[src/rtl/warp_pkg.sv]
// Shared types and constants for the warp accelerator RoCC front end.
package warp_pkg;

    localparam int NUM_LANES_DEFAULT = 8;
    localparam int ADDR_WIDTH        = 32;
    localparam int XLEN_MAX          = 64;

    typedef enum logic [6:0] {
        KERNEL_START  = 7'd0,
        SET_MASK      = 7'd1,
        GET_STATUS    = 7'd2,
        KERNEL_LAUNCH = 7'd3,
        GET_PERF      = 7'd4
    } rocc_opcode_e;

    typedef logic [5:0] warp_status_t;

    // Operands are stored at the widest XLEN and truncated on use.
    typedef struct packed {
        logic [6:0]          funct;
        logic [4:0]          rd;
        logic                xd;
        logic [XLEN_MAX-1:0] rs1;
        logic [XLEN_MAX-1:0] rs2;
    } rocc_cmd_t;

    localparam logic [XLEN_MAX-1:0] ROCC_RESP_ILLEGAL = {XLEN_MAX{1'b1}};

    typedef enum logic [1:0] {
        ST_IDLE,
        ST_EXEC,
        ST_WAIT_DONE,
        ST_RESP
    } fe_state_e;

endpackage

[src/rtl/rocc_frontend_if.sv]
// RoCC command/response, kernel control and mask bus between core, front end and warp.
interface rocc_frontend_if #(
    parameter int NUM_LANES  = warp_pkg::NUM_LANES_DEFAULT,
    parameter int ADDR_WIDTH = warp_pkg::ADDR_WIDTH,
    parameter int XLEN       = 32,
    parameter int CMD_DEPTH  = 4
);
    import warp_pkg::*;

    logic                         cmd_valid;
    logic                         cmd_ready;
    logic [6:0]                   cmd_funct;
    logic [4:0]                   cmd_rd;
    logic                         cmd_xd;
    logic [XLEN-1:0]              cmd_rs1_data;
    logic [XLEN-1:0]              cmd_rs2_data;
    logic                         resp_valid;
    logic                         resp_ready;
    logic [4:0]                   resp_rd;
    logic [XLEN-1:0]              resp_data;
    logic                         busy;
    logic                         interrupt;
    logic                         kernel_start;
    logic [ADDR_WIDTH-1:0]        kernel_addr;
    logic [15:0]                  kernel_length;
    logic                         kernel_done;
    logic                         kernel_error;
    logic                         mask_update;
    logic [NUM_LANES-1:0]         mask_value;
    warp_status_t                 status;
    logic [$clog2(CMD_DEPTH):0]   cmd_count;

    modport slave (
        input  cmd_valid, cmd_funct, cmd_rd, cmd_xd, cmd_rs1_data, cmd_rs2_data,
        input  resp_ready, kernel_done, kernel_error, status,
        output cmd_ready, resp_valid, resp_rd, resp_data, busy, interrupt,
        output kernel_start, kernel_addr, kernel_length, mask_update, mask_value, cmd_count
    );

    modport master (
        output cmd_valid, cmd_funct, cmd_rd, cmd_xd, cmd_rs1_data, cmd_rs2_data,
        output resp_ready, kernel_done, kernel_error, status,
        input  cmd_ready, resp_valid, resp_rd, resp_data, busy, interrupt,
        input  kernel_start, kernel_addr, kernel_length, mask_update, mask_value, cmd_count
    );

endinterface

[src/rtl/rocc_cmd_fifo.sv]
// Synchronous command FIFO of rocc_cmd_t with occupancy count; DEPTH must be a power of two.
module rocc_cmd_fifo
    import warp_pkg::*;
#(
    parameter int DEPTH = 4
) (
    input  logic                     clk,
    input  logic                     rst_n,
    input  logic                     push_i,
    input  rocc_cmd_t                push_data_i,
    input  logic                     pop_i,
    output rocc_cmd_t                head_o,
    output logic [$clog2(DEPTH):0]   count_o,
    output logic                     full_o,
    output logic                     empty_o
);
    localparam int PTR_W = $clog2(DEPTH);
    localparam int CNT_W = PTR_W + 1;

    rocc_cmd_t              mem [DEPTH];
    logic [PTR_W-1:0]       wr_ptr_q;
    logic [PTR_W-1:0]       rd_ptr_q;
    logic [CNT_W-1:0]       count_q;
    logic                   do_push;
    logic                   do_pop;

    assign full_o  = (count_q == CNT_W'(DEPTH));
    assign empty_o = (count_q == '0);
    assign do_push = push_i && !full_o;
    assign do_pop  = pop_i && !empty_o;
    assign head_o  = mem[rd_ptr_q];
    assign count_o = count_q;

    // Storage carries no reset so it maps onto plain RAM.
    always_ff @(posedge clk) begin
        if (do_push) begin
            mem[wr_ptr_q] <= push_data_i;
        end
    end

    always_ff @(posedge clk or negedge rst_n) begin
        if (!rst_n) begin
            wr_ptr_q <= '0;
            rd_ptr_q <= '0;
            count_q  <= '0;
        end else begin
            if (do_push) wr_ptr_q <= wr_ptr_q + PTR_W'(1);
            if (do_pop)  rd_ptr_q <= rd_ptr_q + PTR_W'(1);
            case ({do_push, do_pop})
                2'b10:   count_q <= count_q + CNT_W'(1);
                2'b01:   count_q <= count_q - CNT_W'(1);
                default: count_q <= count_q;
            endcase
        end
    end

endmodule

[src/rtl/rocc_frontend.sv]
// RoCC command front end: queues core commands and dispatches them to the warp controller.
// Optional cycle counter and GET_PERF opcode enabled by ROCC_PERF_CNT_EN.
module rocc_frontend #(
    parameter int NUM_LANES  = warp_pkg::NUM_LANES_DEFAULT,
    parameter int ADDR_WIDTH = warp_pkg::ADDR_WIDTH,
    parameter int XLEN       = 32,
    parameter int CMD_DEPTH  = 4
) (
    input  logic          clk,
    input  logic          rst_n,
    rocc_frontend_if.slave bus
);
    import warp_pkg::*;

    rocc_cmd_t                   push_cmd;
    rocc_cmd_t                   head_cmd;
    rocc_cmd_t                   cmd_q;
    logic                        fifo_full;
    logic                        fifo_empty;
    logic                        fifo_pop;
    logic [$clog2(CMD_DEPTH):0]  fifo_count;
    logic                        head_is_kernel;

    fe_state_e                   state_q;
    logic                        kernel_active_q;
    logic                        async_q;
    logic                        err_sticky_q;
    logic                        interrupt_q;
    logic                        resp_valid_q;
    logic [4:0]                  resp_rd_q;
    logic [XLEN-1:0]             resp_data_q;
    logic                        kernel_start_q;
    logic [ADDR_WIDTH-1:0]       kernel_addr_q;
    logic [15:0]                 kernel_length_q;
    logic                        mask_update_q;
    logic [NUM_LANES-1:0]        mask_value_q;
    logic                        kernel_event;
    logic                        unused_bits;

    always_comb begin
        push_cmd       = '0;
        push_cmd.funct = bus.cmd_funct;
        push_cmd.rd    = bus.cmd_rd;
        push_cmd.xd    = bus.cmd_xd;
        push_cmd.rs1   = XLEN_MAX'(bus.cmd_rs1_data);
        push_cmd.rs2   = XLEN_MAX'(bus.cmd_rs2_data);
    end

    rocc_cmd_fifo #(.DEPTH(CMD_DEPTH)) u_fifo (
        .clk         (clk),
        .rst_n       (rst_n),
        .push_i      (bus.cmd_valid && !fifo_full),
        .push_data_i (push_cmd),
        .pop_i       (fifo_pop),
        .head_o      (head_cmd),
        .count_o     (fifo_count),
        .full_o      (fifo_full),
        .empty_o     (fifo_empty)
    );

    // A kernel command waits at the head until the running kernel retires.
    assign head_is_kernel = (head_cmd.funct == KERNEL_START) || (head_cmd.funct == KERNEL_LAUNCH);
    assign fifo_pop       = (state_q == ST_IDLE) && !fifo_empty && !(head_is_kernel && kernel_active_q);
    assign kernel_event   = bus.kernel_done || bus.kernel_error;
    assign unused_bits    = ^{cmd_q.rs1, cmd_q.rs2};

`ifdef ROCC_PERF_CNT_EN
    logic [31:0] perf_cnt_q;
    logic        perf_clear;

    assign perf_clear = (state_q == ST_EXEC) &&
                        ((cmd_q.funct == KERNEL_START) || (cmd_q.funct == KERNEL_LAUNCH));

    always_ff @(posedge clk or negedge rst_n) begin
        if (!rst_n) begin
            perf_cnt_q <= '0;
        end else if (perf_clear) begin
            perf_cnt_q <= '0;
        end else if (kernel_active_q && (perf_cnt_q != '1)) begin
            perf_cnt_q <= perf_cnt_q + 32'd1;
        end
    end
`endif

    always_ff @(posedge clk or negedge rst_n) begin
        if (!rst_n) begin
            state_q         <= ST_IDLE;
            cmd_q           <= '0;
            kernel_active_q <= 1'b0;
            async_q         <= 1'b0;
            err_sticky_q    <= 1'b0;
            interrupt_q     <= 1'b0;
            resp_valid_q    <= 1'b0;
            resp_rd_q       <= '0;
            resp_data_q     <= '0;
            kernel_start_q  <= 1'b0;
            kernel_addr_q   <= '0;
            kernel_length_q <= '0;
            mask_update_q   <= 1'b0;
            mask_value_q    <= '0;
        end else begin
            kernel_start_q <= 1'b0;
            mask_update_q  <= 1'b0;
            case (state_q)
                ST_IDLE: begin
                    if (fifo_pop) begin
                        cmd_q   <= head_cmd;
                        state_q <= ST_EXEC;
                    end
                end
                ST_EXEC: begin
                    resp_rd_q    <= cmd_q.rd;
                    resp_data_q  <= '0;
                    resp_valid_q <= cmd_q.xd;
                    state_q      <= ST_RESP;
                    case (cmd_q.funct)
                        KERNEL_START, KERNEL_LAUNCH: begin
                            kernel_start_q  <= 1'b1;
                            kernel_addr_q   <= cmd_q.rs1[ADDR_WIDTH-1:0];
                            kernel_length_q <= cmd_q.rs2[15:0];
                            kernel_active_q <= 1'b1;
                            async_q         <= (cmd_q.funct == KERNEL_LAUNCH);
                            if (cmd_q.funct == KERNEL_START) begin
                                resp_valid_q <= 1'b0;
                                state_q      <= ST_WAIT_DONE;
                            end
                        end
                        SET_MASK: begin
                            mask_update_q <= 1'b1;
                            mask_value_q  <= cmd_q.rs1[NUM_LANES-1:0];
                        end
                        GET_STATUS: begin
                            resp_data_q  <= XLEN'({err_sticky_q, bus.status});
                            err_sticky_q <= 1'b0;
                            interrupt_q  <= 1'b0;
                        end
`ifdef ROCC_PERF_CNT_EN
                        GET_PERF: begin
                            resp_data_q <= XLEN'(perf_cnt_q);
                        end
`endif
                        default: begin
                            resp_data_q  <= ROCC_RESP_ILLEGAL[XLEN-1:0];
                            err_sticky_q <= 1'b1;
                        end
                    endcase
                end
                ST_WAIT_DONE: begin
                    if (kernel_event) begin
                        kernel_active_q <= 1'b0;
                        resp_data_q     <= XLEN'(bus.kernel_error);
                        resp_valid_q    <= cmd_q.xd;
                        state_q         <= ST_RESP;
                    end
                end
                ST_RESP: begin
                    if (!resp_valid_q || bus.resp_ready) begin
                        resp_valid_q <= 1'b0;
                        state_q      <= ST_IDLE;
                    end
                end
                default: state_q <= ST_IDLE;
            endcase

            // Placed after the dispatch case so an async set beats a GET_STATUS clear.
            if (kernel_active_q && async_q && kernel_event) begin
                kernel_active_q <= 1'b0;
                async_q         <= 1'b0;
                interrupt_q     <= 1'b1;
                if (bus.kernel_error) err_sticky_q <= 1'b1;
            end
        end
    end

    assign bus.cmd_ready     = !fifo_full;
    assign bus.cmd_count     = fifo_count;
    assign bus.busy          = !fifo_empty || (state_q != ST_IDLE) || kernel_active_q;
    assign bus.interrupt     = interrupt_q;
    assign bus.resp_valid    = resp_valid_q;
    assign bus.resp_rd       = resp_rd_q;
    assign bus.resp_data     = resp_data_q;
    assign bus.kernel_start  = kernel_start_q;
    assign bus.kernel_addr   = kernel_addr_q;
    assign bus.kernel_length = kernel_length_q;
    assign bus.mask_update   = mask_update_q;
    assign bus.mask_value    = mask_value_q;

endmodule
[src/flat_wrapper.sv]
// flat-port wrapper written by rule: the top's interface ports become plain ports
module rocc_frontend_flat import warp_pkg::*;
#(
    parameter int NUM_LANES  = warp_pkg::NUM_LANES_DEFAULT,
    parameter int ADDR_WIDTH = warp_pkg::ADDR_WIDTH,
    parameter int XLEN       = 32,
    parameter int CMD_DEPTH  = 4
)
  (clk, rst_n, bus_cmd_valid, bus_cmd_funct, bus_cmd_rd, bus_cmd_xd, bus_cmd_rs1_data, bus_cmd_rs2_data, bus_resp_ready, bus_kernel_done, bus_kernel_error, bus_status, bus_cmd_ready, bus_resp_valid, bus_resp_rd, bus_resp_data, bus_busy, bus_interrupt, bus_kernel_start, bus_kernel_addr, bus_kernel_length, bus_mask_update, bus_mask_value, bus_cmd_count);
  rocc_frontend_if #(.NUM_LANES(NUM_LANES), .ADDR_WIDTH(ADDR_WIDTH), .XLEN(XLEN), .CMD_DEPTH(CMD_DEPTH)) bus_i ();
  input  logic clk;
  input  logic rst_n;
  input wire logic [$bits(bus_i.cmd_valid)-1:0] bus_cmd_valid;
  input wire logic [$bits(bus_i.cmd_funct)-1:0] bus_cmd_funct;
  input wire logic [$bits(bus_i.cmd_rd)-1:0] bus_cmd_rd;
  input wire logic [$bits(bus_i.cmd_xd)-1:0] bus_cmd_xd;
  input wire logic [$bits(bus_i.cmd_rs1_data)-1:0] bus_cmd_rs1_data;
  input wire logic [$bits(bus_i.cmd_rs2_data)-1:0] bus_cmd_rs2_data;
  input wire logic [$bits(bus_i.resp_ready)-1:0] bus_resp_ready;
  input wire logic [$bits(bus_i.kernel_done)-1:0] bus_kernel_done;
  input wire logic [$bits(bus_i.kernel_error)-1:0] bus_kernel_error;
  input wire logic [$bits(bus_i.status)-1:0] bus_status;
  output wire logic [$bits(bus_i.cmd_ready)-1:0] bus_cmd_ready;
  output wire logic [$bits(bus_i.resp_valid)-1:0] bus_resp_valid;
  output wire logic [$bits(bus_i.resp_rd)-1:0] bus_resp_rd;
  output wire logic [$bits(bus_i.resp_data)-1:0] bus_resp_data;
  output wire logic [$bits(bus_i.busy)-1:0] bus_busy;
  output wire logic [$bits(bus_i.interrupt)-1:0] bus_interrupt;
  output wire logic [$bits(bus_i.kernel_start)-1:0] bus_kernel_start;
  output wire logic [$bits(bus_i.kernel_addr)-1:0] bus_kernel_addr;
  output wire logic [$bits(bus_i.kernel_length)-1:0] bus_kernel_length;
  output wire logic [$bits(bus_i.mask_update)-1:0] bus_mask_update;
  output wire logic [$bits(bus_i.mask_value)-1:0] bus_mask_value;
  output wire logic [$bits(bus_i.cmd_count)-1:0] bus_cmd_count;
  assign bus_i.cmd_valid = bus_cmd_valid;
  assign bus_i.cmd_funct = bus_cmd_funct;
  assign bus_i.cmd_rd = bus_cmd_rd;
  assign bus_i.cmd_xd = bus_cmd_xd;
  assign bus_i.cmd_rs1_data = bus_cmd_rs1_data;
  assign bus_i.cmd_rs2_data = bus_cmd_rs2_data;
  assign bus_i.resp_ready = bus_resp_ready;
  assign bus_i.kernel_done = bus_kernel_done;
  assign bus_i.kernel_error = bus_kernel_error;
  assign bus_i.status = bus_status;
  assign bus_cmd_ready = bus_i.cmd_ready;
  assign bus_resp_valid = bus_i.resp_valid;
  assign bus_resp_rd = bus_i.resp_rd;
  assign bus_resp_data = bus_i.resp_data;
  assign bus_busy = bus_i.busy;
  assign bus_interrupt = bus_i.interrupt;
  assign bus_kernel_start = bus_i.kernel_start;
  assign bus_kernel_addr = bus_i.kernel_addr;
  assign bus_kernel_length = bus_i.kernel_length;
  assign bus_mask_update = bus_i.mask_update;
  assign bus_mask_value = bus_i.mask_value;
  assign bus_cmd_count = bus_i.cmd_count;
  rocc_frontend #(.NUM_LANES(NUM_LANES), .ADDR_WIDTH(ADDR_WIDTH), .XLEN(XLEN), .CMD_DEPTH(CMD_DEPTH)) u_core (.clk(clk), .rst_n(rst_n), .bus(bus_i));
endmodule
[config.mk]
export PLATFORM = sky130hd
export DESIGN_NAME = rocc_frontend_flat
export DESIGN_NICKNAME = d
export VERILOG_FILES = /design/src/rtl/warp_pkg.sv /design/src/rtl/rocc_frontend_if.sv /design/src/rtl/rocc_cmd_fifo.sv /design/src/rtl/rocc_frontend.sv /design/src/flat_wrapper.sv
export SDC_FILE = /design/constraint.sdc
export NUM_CORES = 1
export LEC_CHECK = 0
export CAP_MARGIN = 20
export CORE_UTILIZATION = 50
export CTS_CLUSTER_DIAMETER = 120
export DETAILED_ROUTE_END_ITERATION = 7
export PLACE_DENSITY = 0.76
export SLEW_MARGIN = 15
export SYNTH_ARGS = -nofsm -noshare
export SYNTH_HDL_FRONTEND = slang
export SYNTH_SLANG_ARGS = --single-unit
[constraint.sdc]
create_clock -name clk -period 2.6 [get_ports clk]
set_input_delay 0.52 -clock clk [delete_from_list [all_inputs] [get_ports clk]]
set_output_delay 0.52 -clock clk [all_outputs]
set_load 0.05 [all_outputs]
==> run summary <==
Row count - 62
Avg WL per Cell - 20.3 µm
Post-Syn Area per Cell - 20.2 µm²
Required time of the critical path - 2.08 ns
Startpoint Class - flip-flop
Pins Over Slew Limit - 0
Worst path depth - 5
CTS H-tree lvls - 2
GPL Wtd Cong - 0.779
WHS - 0.482 ns
Critical Path Slowest Stage Cell - or4b_2
I/O pins - 191
Reg-to-reg critical path startpoint - u_core.u_fifo.rd_ptr_q[0]
EDFF count, synth - 244
Fin util - 64.4%
Worst-path clk slew - 0.06 ns
Failing checks - setup timing
VDD IR max - 0.804 mV
Inst Count DP - 1274
Initial Utilization - 51.3%
Post-synth cell types - 53
TritonCTS Buffers - 41
Die Span X - 174 µm
Clock Latency Late Sink - 0.52 ns
Worst r2r dst - u_core.u_fifo.count_o[2]
Clk network pwr share - 22.8%
Worst reg2reg path depth - 10
Synthesized netlist cell count - 737
P&R area growth vs syn - 25.5%
Top-count cell post-synth - edfxtp_1
Worst EP arrival - 2.10 ns
Final #Nets - 1048
Status - finished, violations left
P_int - 15.9 mW
Initial antenna violation count - 2
Hold crit path type - flip-flop to flip-flop
Total Power - 24.5 mW
Post-synth top cells - edfxtp_1, dfrtp_1, mux2_2, mux4_2, mux2_1
Placed inst area - 17200 µm²
CP max stage delay - 0.62 ns
Final TNS setup - -0.0233 ns
Final hold viol count - 0
Sequential Power Share - 38.8%
Max cap viols - 0
Starting DRC count in detailed routing - 374
Final worst slack - -0.0233 ns
Leak - 6.98 nW
Mapped Nets - 837
Gr usage total - 18.8%
Post-synthesis sequential area ratio - 73.9%
Routed via count - 7403
Top-area cell type share of the netlist area - 49.3%
Final period util - 101%
Primary FF master, synth - edfxtp_1
Worst Setup SP - u_core.state_q[1]
DRC viols - 0
Combinational power share - 38.4%
CP top delay family - simple AND/OR/NAND/NOR gates
CP Cell Sequence - inv_2 > ha_4 > inv_1 > or4b_2 > buf_6
CP Buf/Inv Count - 3
Async SR Flop Fraction - 37.4%
PD cells - 1310 nW/µm²
Grt ovf - 0
YS warnings - 0
Finished Layout Cells - 1365
CTS max path bufs - 3
I/O Buffers - 174
Global-route wire length before repair - 43700 µm
RSZ-0062 raised after global routing - true
Sw Share - 35.0%
Slew @ Worst Pin - 0.812 ns
First-pass detailed-route iteration total - 4
Die Footprint - 30400 µm²
DIE HEIGHT - 174 µm
R2r setup slk - 0.06 ns
Pre-CTS setup slack - -0.133 ns
Critical Path Sink - bus_busy
Final Cell Area - 18600 µm²
Proportion of layout cells with a drive suffix above 1 - 25.4%
Antenna viol nets, final - 0
Crit Path Category - flip-flop to output port
Root buffer cell - clkbuf_16
Min Tclk post-route - 2.62 ns
Peak Freq - 0.381 GHz
HPWL after detailed placement - 17100 µm
FF+latch count, synth - 390
Largest net degree at the start of global routing - 59
Crit-path max FO - 5
Synth Cell Area - 14900 µm²
CTS tree - done
Clk sinks - 390
Via-to-Cell Ratio - 5.42
Psw - 8.59 mW
Routed WL - 27800 µm
Number of global-route vias before repair - 7805
Core area - 28900 µm²
Area contributors post-synth - edfxtp_1, dfrtp_1, mux4_2
Worst Setup End Kind - output port
Slew HR - 45.9%
Setup-failing EPs final - 1
Cell taking the most area after synthesis - edfxtp_1
Worst Skew - 0.0114 ns
how the worst min path moves through the flow:
stage	startpoint	to	slack, ns	cells after the start
finish	u_core.cmd_q[9]	u_core.cmd_q[9]	0.48	1
CTS	u_core.cmd_q[132]	u_core.cmd_q[132]	0.49	1
floorplan	rst_n	u_core.async_q	0.22	0
global route	u_core.cmd_q[132]	u_core.cmd_q[132]	0.50	1
global placement	u_core.cmd_q[131]	u_core.cmd_q[131]	0.46	1
detailed placement	u_core.cmd_q[130]	u_core.cmd_q[130]	0.47	1
cell families after synthesis:
logic type                 synth area share [%]
buffers and inverters                      2.34
DFF                                        73.9
muxes                                      18.6
and+or+nand+nor                            1.83
xor gates and xnor gates                  0.531
AOI/OAI and AO/OA                          1.81
adders and majority gates                 0.977
cells in the final DEF, fill, tap and decap left out, types with 3 or more instances in the layout:
cell type,instances
inv_2,3
inv_1,9
dlygate4sd2_1,26
xnor2_1,4
a21o_1,3
edfxtp_1,244
clkbuf_16,43
and3_4,4
a21oi_1,3
nor4_1,4
a221o_1,6
clkbuf_8,4
clkinv_1,8
buf_6,5
buf_4,33
dfrtp_1,143
clkinv_2,5
nor2_1,5
mux2_2,65
o21ai_0,4
mux2_1,58
mux4_2,61
ha_1,8
nand2_1,7
buf_12,10
clkbuf_1,11
xor2_1,4
nand3_1,3
clkdlybuf4s50_1,146
routing by layer:
metal / global-route usage (%) / wire (µm)
met1: 25.0 / 12000
met2: 31.4 / 13800
met3: 4.09 / 1540
met4: 4.97 / 501
met5: 0 / 17
power by group through the flow:
stage | logic (mW) | registers (mW) | clock network (mW)
floorplan | 5.04 | 11.0 | 0
global placement | 9.15 | 9.55 | 0
detailed placement | 9.33 | 9.65 | 0
CTS | 9.36 | 9.52 | 5.72
global route | 10.0 | 9.70 | 5.93
finish | 9.41 | 9.49 | 5.59
worst reg2reg max path, cell delays in order (launching register included):
cell	delay, ns
dfrtp_4	0.50
buf_6	0.13
mux4_2	0.51
xnor2_4	0.18
a31oi_4	0.20
ha_4	0.17
inv_2	0.04
fa_2	0.33
xor2_1	0.14
nor2_1	0.12
xor2_1	0.14
final cells by class:
cell class                      instances  area [µm²]
Inverter                               12        45.0
Timing Repair Buffer                  221        2200
Antenna cell                            1        2.50
Tap cell                              384         480
Clock buffer                           58        1170
Clock inverter                         17         135
Fill cell                            1984       10300
Sequential cell                       390       11000
Multi-Input combinational cell        282        3610
timing repair:
item                       4_1_cts  5_1_grt
cloned                           0        0
hold endpoints to repair        44        0
pin swaps                        2        2
setup buffers                    5        9
hold buffers                     1        0
resized for setup               34        5
setup endpoints to repair       68        3
flip-flops by register name (all words and copies together) (netlist names), 2 cells and up:
register	flops
u_core.bus.kernel_addr	32
u_core.bus.kernel_length	16
u_core.bus.mask_value	8
u_core.bus.resp_data	8
u_core.bus.resp_rd	5
u_core.cmd_q	61
u_core.state_q	2
u_core.u_fifo.count_o	3
u_core.u_fifo.mem	244
u_core.u_fifo.rd_ptr_q	2
u_core.u_fifo.wr_ptr_q	2
Power figures use the tool's default switching activity.
==> edit (config.mk and constraints unchanged) <==
The 4 states of `fe_state_e` get a one-hot encoding in 4 bits.
--- a/src/rtl/warp_pkg.sv
+++ b/src/rtl/warp_pkg.sv
@@ -26,11 +26,11 @@
 
     localparam logic [XLEN_MAX-1:0] ROCC_RESP_ILLEGAL = {XLEN_MAX{1'b1}};
 
-    typedef enum logic [1:0] {
-        ST_IDLE,
-        ST_EXEC,
-        ST_WAIT_DONE,
-        ST_RESP
+    typedef enum logic [3:0] {
+        ST_IDLE      = 4'b0001,
+        ST_EXEC      = 4'b0010,
+        ST_WAIT_DONE = 4'b0100,
+        ST_RESP      = 4'b1000
     } fe_state_e;
 
 endpackage
Check against the original RTL: no difference found for any inputs over 4 cycles, from zero or initial values and one cycle with rst_n low; so few cycles prove little.
==> edit against the unedited design <==
Routed wire length rose by 0.21%. Setup slack improved by 35 ps. Largest cell class unchanged. Largest power group unchanged. Sequential cell count rose by 2. The flow finishes with violations (hold timing). Register-to-register slack got worse by 40 ps. Area after synthesis rose by 0.30%. Count of clock-buffer cells in the layout rose by 3. Critical endpoint unchanged. Final cell count rose by 1.7%. Cell area barely moved. Power fell by 2.6%.
==> edit: results (changes against the unedited design) <==
| Metric | Value |
|---|---|
| CTS buffer count | `40 (-2.4%)` |
| Peak supply drop | `0.773 mV (-3.9%)` |
| Share of post-route cells with drive strength above 1 | `0.249 (-0.00483)` |
| Finished Layout Cells | `1388 (+1.7%)` |
| Synth Area in Adders | `0.00554 (-0.00423)` |
| Worst EP arrival | `2070 ps (-30 ps)` |
| Final GP Congestion | `0.775 (-0.49%)` |
| Synth top cells by count | `244 x edfxtp_1, 147 x dfrtp_1, 61 x mux4_2, 59 x mux2_2, 55 x mux2_1` |
| Xor/xnor share of the synthesized area | `0.00412 (-0.00119)` |
| Hold crit path type | `in -> async` |
| Failing checks | `hold timing` |
| HPWL Detailed | `16.9 mm (-0.96%)` |
| Status | `finished, violations left` |
| Overall Global Routing Usage | `0.189 (+0.00167)` |
| Post-Syn Nets | `852 (+1.8%)` |
| Post-synthesis average cell area | `19.7 um2 (-2.3%)` |
| Vias | `7499 (+1.3%)` |
| Nets | `1068 (+1.9%)` |
| Largest net degree at the start of global routing | `62 (+5.1%)` |
| CP max FO | `3 (-2)` |
| Final hold violations | `15 (+15)` |
| Mux share of post-synthesis cell area | `0.180 (-0.00602)` |
| Largest cells by area after synthesis | `edfxtp_1 49%, dfrtp_1 25%, mux4_2 9.2%` |
| DR iter-0 viols | `599 (+60%)` |
| Drt total wl | `27.8 mm (+0.21%)` |
| Global-route wire length before repair | `44.2 mm (+1.2%)` |
| Hold Slack | `-15.5 ps (-497 ps)` |
| Setup Skew | `16.2 ps (+4.78 ps)` |
| Worst slew pin tran | `621 ps (-191 ps)` |
| Vias in the first global route | `7746 (-0.76%)` |
| Leakage | `6.98 nW (about the same)` |
edit: cell count changes in the layout (fill, tap and decap cells not counted), moves of 4 or more:
cell,change
nand2_1,+16
nor2_1,+4
buf_4,+7
ha_1,-4
inv_1,+6
mux2_2,-6
edit: cell families (layout without fill, tap and decap cells):
| group | after synthesis | count (layout) |
|---|---|---|
| and+or+nand+nor | 64 | 64 |
| muxes | 177 | 177 |
| buffers and inverters | 69 | 315 |
| DFF | 392 | 392 |
| AOI/OAI and AO/OA | 42 | 42 |
| xor gates and xnor gates | 7 | 7 |
| other | 0 | 1 |
| adders and majority gates | 6 | 6 |
edit: final cells by class:
cell class | instances | area [um2]
Antenna cell | 1 | 2.50
Tap cell | 384 | 480
Sequential cell | 392 | 11000
Multi-Input combinational cell | 296 | 3570
Timing Repair Buffer | 227 | 2270
Inverter | 16 | 60.1
Clock buffer | 61 | 1170
Clock inverter | 11 | 51.3
Fill cell | 1999 | 10400
edit: critical path: stages, from the launching register on:
cell	delay (ps)
dfstp_2	530
or4b_4	480
or3_4	390
buf_8	160
edit: path summary, 6_finish.rpt:
kind                                                start                          to  slack (ps)  cells after the start
min in group clk                        u_core.cmd_q[129]       u_core.bus.resp_rd[0]         460                      2
max in group asynchronous                           rst_n  u_core.bus.kernel_addr[27]        1900                      2
worst min register to register          u_core.cmd_q[129]       u_core.bus.resp_rd[0]         460                      2
worst max register to register  u_core.u_fifo.rd_ptr_q[0]    u_core.u_fifo.count_o[2]          20                     11
worst min-delay path                                rst_n        u_core.bus.interrupt         -20                      1
worst max-delay path                    u_core.state_q[0]                    bus_busy          10                      3
edit: stage by stage:
step                utilization  setup TNS [ps]  power [W]  instance area, um2
floorplan                     -           -66.9     0.0159               15000
global placement          0.598               0     0.0185               17300
detailed placement        0.598           -6.51     0.0187               17300
CTS                       0.640            -121     0.0240               18600
global route              0.643            -152     0.0250               18600
finish                    0.643               0     0.0239               18600
edit: power groups by stage:
stage	Clock, W	Sequential (W)	Combinational (W)
final	0.00532	0.00938	0.00916
after global routing	0.00569	0.00958	0.00975
after CTS	0.00542	0.00941	0.00919
after detailed placement	0	0.00953	0.00919
after global placement	0	0.00946	0.00903
after floorplan	0	0.0108	0.00506
edit: metal layers:
layer | part of all wire | wire [um] | vias to the layer above
met4 | 0.012 | 347 | 4
li1 | - | - | 3376
met2 | 0.50 | 13800 | 210
met3 | 0.061 | 1690 | 36
met1 | 0.43 | 11900 | 3873
met5 | 0.00097 | 27 | -
edit: what timing repair did:
| item | in CTS | in global routing |
|---|---|---|
| gates resized for setup | 28 | 4 |
| hold buffers | 0 | 0 |
| pin swaps | 0 | 5 |
| endpoints found under the setup margin | 27 | 4 |
| buffers inserted | 3 | 9 |
